[config.mk]
export PLATFORM = sky130hd
export DESIGN_NAME = scan_chain_controller
export DESIGN_NICKNAME = d
export VERILOG_FILES = /design/src/rtl/scan_chain_controller_pkg.sv /design/src/rtl/scan_chain_controller_clk_gen.sv /design/src/rtl/scan_chain_controller.sv
export SDC_FILE = /design/constraint.sdc
export NUM_CORES = 1
export LEC_CHECK = 0
export CORE_ASPECT_RATIO = 0.6
export CORE_MARGIN = 2
export CORE_UTILIZATION = 43
export DETAILED_ROUTE_END_ITERATION = 16
export GPL_ROUTABILITY_DRIVEN = 0
export PLACE_DENSITY = 0.63
export SETUP_SLACK_MARGIN = 0.2
export SLEW_MARGIN = 20
export SYNTH_ARGS = -nofsm -noshare
export SYNTH_HDL_FRONTEND = slang
export SYNTH_SLANG_ARGS = --single-unit
export TNS_END_PERCENT = 100
[constraint.sdc]
create_clock -name wb_clk_i -period 3.62 [get_ports wb_clk_i]
set_input_delay 0.724 -clock wb_clk_i [delete_from_list [all_inputs] [get_ports wb_clk_i]]
set_output_delay 0.724 -clock wb_clk_i [all_outputs]
set_load 0.005 [all_outputs]
[src/rtl/scan_chain_controller_pkg.sv]
// Shared types and constants for the project scan-chain sequencer.
package scan_pkg;
  typedef enum logic [2:0] {IDLE, SHIFT, LATCH, CAPTURE, DONE} state_e;

  localparam int BITS_PER_DESIGN = 8;
  localparam int IDX_W           = 9;

  function automatic int clog2_min1(input int v);
    return (v > 1) ? $clog2(v) : 1;
  endfunction
endpackage

[src/rtl/scan_chain_controller_clk_gen.sv]
// Scan clock divider: CLK_DIV cycles low then CLK_DIV cycles high while run_i is set.
module scan_clk_gen
  import scan_pkg::*;
#(
  parameter int CLK_DIV = 2
) (
  input  logic clk_i,
  input  logic rst_i,
  input  logic run_i,
  output logic scan_clk_o,
  output logic fall_strobe_o,
  output logic rise_strobe_o
);
  localparam int            DW       = clog2_min1(CLK_DIV);
  localparam logic [DW-1:0] DIV_LAST = DW'(CLK_DIV - 1);

  logic [DW-1:0] div_q, div_d;
  logic          clk_q, clk_d;
  logic          half_end;

  // Strobes mark the cycle whose closing edge flips the scan clock.
  assign half_end      = run_i && (div_q == DIV_LAST);
  assign rise_strobe_o = half_end && !clk_q;
  assign fall_strobe_o = half_end && clk_q;
  assign scan_clk_o    = clk_q;

  always_comb begin
    div_d = '0;
    clk_d = 1'b0;
    if (run_i) begin
      div_d = half_end ? '0 : div_q + DW'(1);
      clk_d = half_end ? ~clk_q : clk_q;
    end
  end

  always_ff @(posedge clk_i or posedge rst_i) begin
    if (rst_i) begin
      div_q <= '0;
      clk_q <= 1'b0;
    end else begin
      div_q <= div_d;
      clk_q <= clk_d;
    end
  end
endmodule

[src/rtl/scan_chain_controller.sv]
// Frame sequencer for the daisy-chained project scan chain: shift, latch, capture,
// returning the selected project's outputs from the previous frame.
module scan_chain_controller
  import scan_pkg::*;
#(
  parameter int NUM_DESIGNS = 250,
  parameter int CLK_DIV     = 2
) (
  input  logic                       wb_clk_i,
  input  logic                       wb_rst_i,
  input  logic                       enable,
  input  logic [IDX_W-1:0]           active_select,
  input  logic [BITS_PER_DESIGN-1:0] inputs,
  output logic [BITS_PER_DESIGN-1:0] outputs,
  output logic                       ready,
  output logic                       busy,
  output logic                       scan_clk_out,
  output logic                       scan_data_out,
  output logic                       scan_select,
  output logic                       scan_latch_en,
  input  logic                       scan_data_in
);
  localparam int               NBITS     = NUM_DESIGNS * BITS_PER_DESIGN;
  localparam int               CW        = clog2_min1(NBITS);
  localparam logic [CW-1:0]    LAST_BIT  = CW'(NBITS - 1);
  localparam logic [IDX_W-1:0] LAST_SLOT = IDX_W'(NUM_DESIGNS - 1);

  state_e                     state_q, state_d;
  logic [CW-1:0]              cnt_q, cnt_d;
  logic [IDX_W-1:0]           sel_q, sel_d, slot;
  logic [BITS_PER_DESIGN-1:0] in_q, in_d, buf_q, buf_d, out_q, out_d;
  logic                       rdy_q, rdy_d;
  logic                       snap, hit, run, sclk, fall, rise;
  logic [2:0]                 bsel;

  // The divider keeps running through LATCH so its period times that state too.
  assign run = (state_q == SHIFT) || (state_q == LATCH) || (state_q == CAPTURE);

  scan_clk_gen #(.CLK_DIV(CLK_DIV)) u_clk (
    .clk_i        (wb_clk_i),
    .rst_i        (wb_rst_i),
    .run_i        (run),
    .scan_clk_o   (sclk),
    .fall_strobe_o(fall),
    .rise_strobe_o(rise)
  );

  // Bit c travels to slot N-1-c/8, bit 7-c%8; the same mapping applies on return.
  assign slot = LAST_SLOT - IDX_W'(cnt_q >> 3);
  assign bsel = ~cnt_q[2:0];
  assign hit  = (slot == sel_q);

  assign scan_data_out = hit & in_q[bsel];
  assign scan_select   = (state_q == CAPTURE);
  assign scan_latch_en = (state_q == LATCH);
  assign scan_clk_out  = sclk & ~scan_latch_en;
  assign busy          = (state_q != IDLE);
  assign outputs       = out_q;
  assign ready         = rdy_q;

  always_comb begin
    state_d = state_q;
    cnt_d   = cnt_q;
    sel_d   = sel_q;
    in_d    = in_q;
    buf_d   = buf_q;
    out_d   = out_q;
    rdy_d   = 1'b0;
    snap    = 1'b0;
    case (state_q)
      IDLE: snap = enable;
      SHIFT: begin
        if (rise && hit) buf_d[bsel] = scan_data_in;
        if (fall) begin
          if (cnt_q == LAST_BIT) begin
            state_d = LATCH;
            out_d   = buf_d;
            rdy_d   = 1'b1;
          end else begin
            cnt_d = cnt_q + CW'(1);
          end
        end
      end
      LATCH:   if (fall) state_d = CAPTURE;
      CAPTURE: if (fall) state_d = DONE;
      DONE: begin
        snap    = enable;
        state_d = IDLE;
      end
      default: state_d = IDLE;
    endcase
    // An out-of-range index never hits, so the cleared buffer returns 0.
    if (snap) begin
      state_d = SHIFT;
      cnt_d   = '0;
      sel_d   = active_select;
      in_d    = inputs;
      buf_d   = '0;
    end
  end

  always_ff @(posedge wb_clk_i or posedge wb_rst_i) begin
    if (wb_rst_i) begin
      state_q <= IDLE;
      cnt_q   <= '0;
      sel_q   <= '0;
      in_q    <= '0;
      buf_q   <= '0;
      out_q   <= '0;
      rdy_q   <= 1'b0;
    end else begin
      state_q <= state_d;
      cnt_q   <= cnt_d;
      sel_q   <= sel_d;
      in_q    <= in_d;
      buf_q   <= buf_d;
      out_q   <= out_d;
      rdy_q   <= rdy_d;
    end
  end
endmodule

# Yosys cells after proc, flatten, opt, wreduce, memory -nomap -nowiden
# Index checks and enable logic that the tools add are counted.
[op_classes]
shift = 0
multipliers = 0
addsub = 3
n_eq_ne = 13
div = 0
n_mux = 26
n_reduce_logical = 16
magnitude_cmp = 2
bitwise = 5
[op_table]
columns = ["op", "count"]
rows = [
  ["two-way mux 11 bit", 4],
  ["two-way mux 8 bit", 3],
  ["two-way mux 3 bit", 5],
  ["case mux 3 bit (4 select lines)", 1],
  ["adder 11 x 1 -> 11 bit, second input constant", 1],
  ["== test 11 bit, second input constant", 1],
  ["two-way mux 1 bit", 10],
  ["== test 9 bit", 1],
  ["subtractor 8 x 8 -> 9 bit, first input constant", 1],
  ["bitwise mux 8 bit", 1],
  ["== test 3 x 2 -> 1 bit, second input constant", 2],
  ["inequality test 2 bit, second input constant", 3],
  ["inequality test 3 x 1 -> 1 bit, second input constant", 2],
  ["AND reduction 3 bit", 2],
  ["logical AND 1 bit", 5],
  ["AND reduction 5 bit", 1],
  ["< comparator 3 x 4 -> 1 bit, second input constant", 1],
  ["nonzero test 2 bit", 2],
  ["binary-select mux 1 bit (select 3 bit)", 1],
  ["demux 1 bit (select 3 bit)", 1],
  ["== test 3 x 1 -> 1 bit, second input constant", 1],
  ["== test 3 bit, second input constant", 1],
  ["greater-or-equal comparator 3 x 1 -> 1 bit, second input constant", 1],
  ["logical NOT 3 bit", 1],
  ["10 further kinds", 13],
]
[word_totals]
latchBits = 0
mem_count = 0
register_bits = 50
mem_bits_ro = 0
output_inout_bits = 14
in_bits = 21
ramBits = 0

# Logic depth before layout (Yosys ltp)
[logic_depth]
ltp_word = 9
mapped_depth = 10
ltp_nobuf = 8

# By module
# A second synthesis with hierarchy kept.
[unflattened]
cells_unflattened = 262
hier_area_um2 = 2695.1
[modules_own_cells]
columns = ["module", "area_per_inst_um2", "instances", "seq_area_each_um2", "cells_per_inst"]
rows = [
  ["scan_chain_controller", 2602.5, 1, 1201.2, 253],
  ["scan_clk_gen", 92.6, 1, 50.0, 9],
]

# Worst setup path after synthesis
# OpenSTA, ideal clock, no wires.
[synth_path]
path_type = "register to output"
from = "register cnt_q[4]"
to = "output port scan_data_out"
required_time_ns = 2.896
path_buffers = 2
path_slack_ns = 0.762
stages_incl_launch_ff = 10
arrival_time_ns = 2.134
path_cell_list = "dfrtp_1 > buf_2 > inv_1 > ha_1 > nand2b_4 > o211ai_1 > o211ai_2 > a2111oi_4 > buf_6 > and3_2"
[synth_between]
elab_chain_cells = 3
[synth_lines]
columns = ["element", "line", "rtl"]
rows = [
  ["from (decl)", "scan_chain_controller.sv:29", "logic [CW-1:0] cnt_q, cnt_d;"],
  ["from (signal assigned)", "scan_chain_controller.sv:113", "cnt_q <= cnt_d;"],
  ["subtractor 8 x 8 -> 9 bit", "scan_chain_controller.sv:49", "assign slot = LAST_SLOT - IDX_W'(cnt_q >> 3);"],
  ["== test 9 bit", "scan_chain_controller.sv:51", "assign hit = (slot == sel_q);"],
  ["AND 1 bit", "scan_chain_controller.sv:53", "assign scan_data_out = hit & in_q[bsel];"],
  ["to (decl)", "scan_chain_controller.sv:18", "output logic scan_data_out,"],
]
# Every way passes these cells.

# Worst setup path in the final report
# Ends and elaborated chain as after synthesis.

==> run_results.csv <==
group,metric,value,unit
die,ios,35,
synth,ys_seq_area_frac,0.4613,
die,die_w,106.5,um
synth,yosysTopAreaCell,"dfrtp_1",
placement,portBuffers,34,
synth,synth_common_cells,"50 x dfrtp_1, 29 x nand2_1, 26 x mux2_2",
hold_path,min_path_cells,1,
die,initial_core_util,0.4439,
worst_setup_path,start_kind,"flop",
cells_and_area,nets,311,
synth,synth-simple-area-share,0.2122,
cells_and_area,seq_area,1255,um^2
synth,synth_edf_count,0,
synth,synth.area.top_cells,"dfrtp_1 46%, mux2_2 11%, xnor2_1 4.2%",
cells_and_area,synthToLayoutAreaGrowth,18.87,%
grt,grt_pass1_vias,1854,
synth,synth_nets,279,
synth,ys_ff_latch,50,
hold_path,min_to,"outputs[2]",
synth,syn_inst,255,
grt,grt_pass1_wl,9121,um
synth,synth_top_family_by_area,"simple AND/OR/NAND/NOR gates",
sta,setup_violations,0,
worst_setup_path,reg2reg_from,"cnt_q[1]",
sta,maxSlewHeadroom,0.4197,
synth,muxShareOfSynthArea,0.1282,
cells_and_area,multi_input_area,1353,um^2
power,leakage,0.001417,uW
grt,overflow,0,
sta,finalCritPeriodShare,0.9003,
grt,antenna_found_initial,0,
power,irDropWorstVdd,0.1904,mV
sta,min_period,3.259,ns
synth,synth_top_area_frac,0.4613,
route,drt-total-wl,5224,um
worst_setup_path,arrival,2.54,ns
synth,synth_compound_area_frac,0.08210,
worst_setup_path,reg2reg_depth,7,
flow_run,drv_cap,0,
sta,drv_slew,0,
worst_setup_path,critPathMaxFanout,8,
cells_and_area,n_antenna_cell,0,
worst_setup_path,crit_required,2.90,ns
sta,hold_viol_final,0,
route,drt-initial-drc-count,81,
synth,syn_area,2713,um^2
die,core,6111,um^2
clocking,cts_tree,"built",
synth,synth_xor_area_frac,0.06135,
die,die_area,6980,um^2
synth,async_reset_ff_frac,1.000,
worst_setup_path,worstSetupEndpointType,"output port",
cells_and_area,final_core_util,0.5276,
clocking,cts_hold_buf,0,
worst_setup_path,reg2reg_slack,1.48,ns
grt,grt_max_degree,51,
hold_path,hold_path_class,"reg -> reg",
power,power,984.9,uW
route,post_drt_wl_per_cell,14.04,um
synth,avgSynthCellArea,10.64,um^2
synth,yosys_warnings,0,
clocking,clk_path_buf_depth,2,
route,antenna_left,0,
route,route.detailed.drc,0,
route,vias_per_cell,5.167,
sta,tns,0,ns
clocking,htreeDepth,2,
synth,synth_most_common_cell,"dfrtp_1",
sta,fin_ws,0.3608,ns
cells_and_area,n_fill_cell,576,
synth,synth_flop_cell,"dfrtp_1",
sta,finClkSkew,0.006848,ns
grt,grt_use_total,0.1678,
die,die_h,65.52,um
worst_setup_path,r2r_end,"cnt_q[9]",
synth,synthAdderAreaFrac,0.01384,
clocking,cts_buffers,5,
worst_setup_path,path_class,"reg -> out",
placement,pre_cts_ws,0.4121,ns
clocking,clock_latency,0.30,ns
sta,tightest_slew,0.8695,ns
cells_and_area,drive_gt1_frac,0.2153,
placement,hpwl,3666,um
synth,synth.distinct_cells,46,
route,route.vias.total,1922,
outcome,status,"complete, no violations",
die,row_count,22,
sta,rsz0062_at_grt,"no",
hold_path,worstHoldStart,"outputs[2]",
power,cellPowerDensity,305.4,nW/um^2
clocking,cts-root-buf,"clkbuf_8",
clocking,clk_pin_slew_worst_paths,0.09,ns
route,firstDrtPassIters,4,
clocking,cts.sinks,50,
sta,fmax,306.8,MHz
[per-layer routing]
| layer | share of wire | track usage | wire length [um] | vias to the layer above |
|---|---|---|---|---|
| li1 | - | - | - | 963 |
| met1 | 0.56 | 0.2525 | 2918 | 916 |
| met2 | 0.38 | 0.2364 | 1971 | 38 |
| met3 | 0.057 | 0.04861 | 300 | 5 |
| met4 | 0.0065 | 0.03896 | 34 | 0 |
| met5 | 0 | 0 | 0 | - |
[power by group]
group          internal (uW)  switching [uW]
Sequential               558               0
Combinational           19.3            14.9
Clock                    207             186
[cell type report]
type,count,area share
timing repair buffer,40,0.1195
tap,84,0.03260
sequential,50,0.3892
clock buffer,7,0.02367
clock inverter,1,0.009313
inverter,5,0.006209
multi-input combinational,185,0.4195
[worst max-delay path, stage by stage, from the launching register on]
cell and delay, ns:
dfrtp_2 0.37, inv_1 0.04, ha_2 0.22, nand2b_4 0.16
o211ai_1 0.18, o211ai_2 0.14, a2111oi_4 0.38, and3_2 0.22
clkdlybuf4s50_1 0.52
[metrics by stage]
stage,hold slack [ns],instances,cell area [um^2]
2_1_floorplan,0.4669,255,2713
3_3_place_gp,0.4883,362,3095
3_5_place_dp,0.4929,362,3095
4_1_cts,0.5156,372,3219
5_1_grt,0.5310,372,3224
6_report,0.5111,372,3224
[logic make-up (layout without fill, tap and decap cells)]
group,after synthesis,count (layout)
adders and majority gates,3,3
and+or+nand+nor,108,108
AOI/OAI and AO/OA,26,26
DFF,50,50
buffers and inverters,20,53
xor gates and xnor gates,19,19
muxes,29,29
[worst max-delay path by stage]
stage / endpoint / slack (ns) / cells after the start / from
4_1_cts: scan_data_out / 0.24 / 8 / cnt_q[4]
3_3_place_gp: scan_data_out / 0.48 / 8 / cnt_q[4]
2_1_floorplan: scan_data_out / 0.76 / 9 / cnt_q[4]
5_1_grt: scan_data_out / 0.20 / 8 / cnt_q[5]
6_report: scan_data_out / 0.36 / 8 / cnt_q[4]
3_5_place_dp: scan_data_out / 0.41 / 8 / cnt_q[4]
[placed cells by master, fill, tap and decap left out, types with 4 or more instances in the layout]
cell type	netlist	routed
and2_1	5	5
xnor2_1	13	13
buf_4	4	6
nand3_1	12	12
mux2_2	26	26
nor3_1	5	5
clkbuf_8	0	5
nor2_1	23	23
nand4_1	8	8
inv_1	5	4
a31o_2	7	7
clkdlybuf4s50_1	0	34
nand2_1	29	29
dfrtp_1	50	47
a21oi_1	4	4
xor2_1	6	6
o21ai_0	4	4
and3_1	6	6
[what timing repair did]
item / 4_1_cts / 5_1_grt
pin swaps: 0 / 0
setup endpoints to repair: 1 / 1
hold endpoints to repair: 0 / 0
setup buffers: 2 / 0
resized for setup: 2 / 2
[flip-flops by register name, indices dropped and copies added, names as in the netlist]
| name | cells |
|---|---|
| buf_q | 8 |
| cnt_q | 11 |
| in_q | 8 |
| outputs | 8 |
| ready | 1 |
| sel_q | 9 |
| state_q | 3 |
| u_clk.div_q | 1 |
| u_clk.scan_clk_o | 1 |
Power figures use the tool's default switching activity.
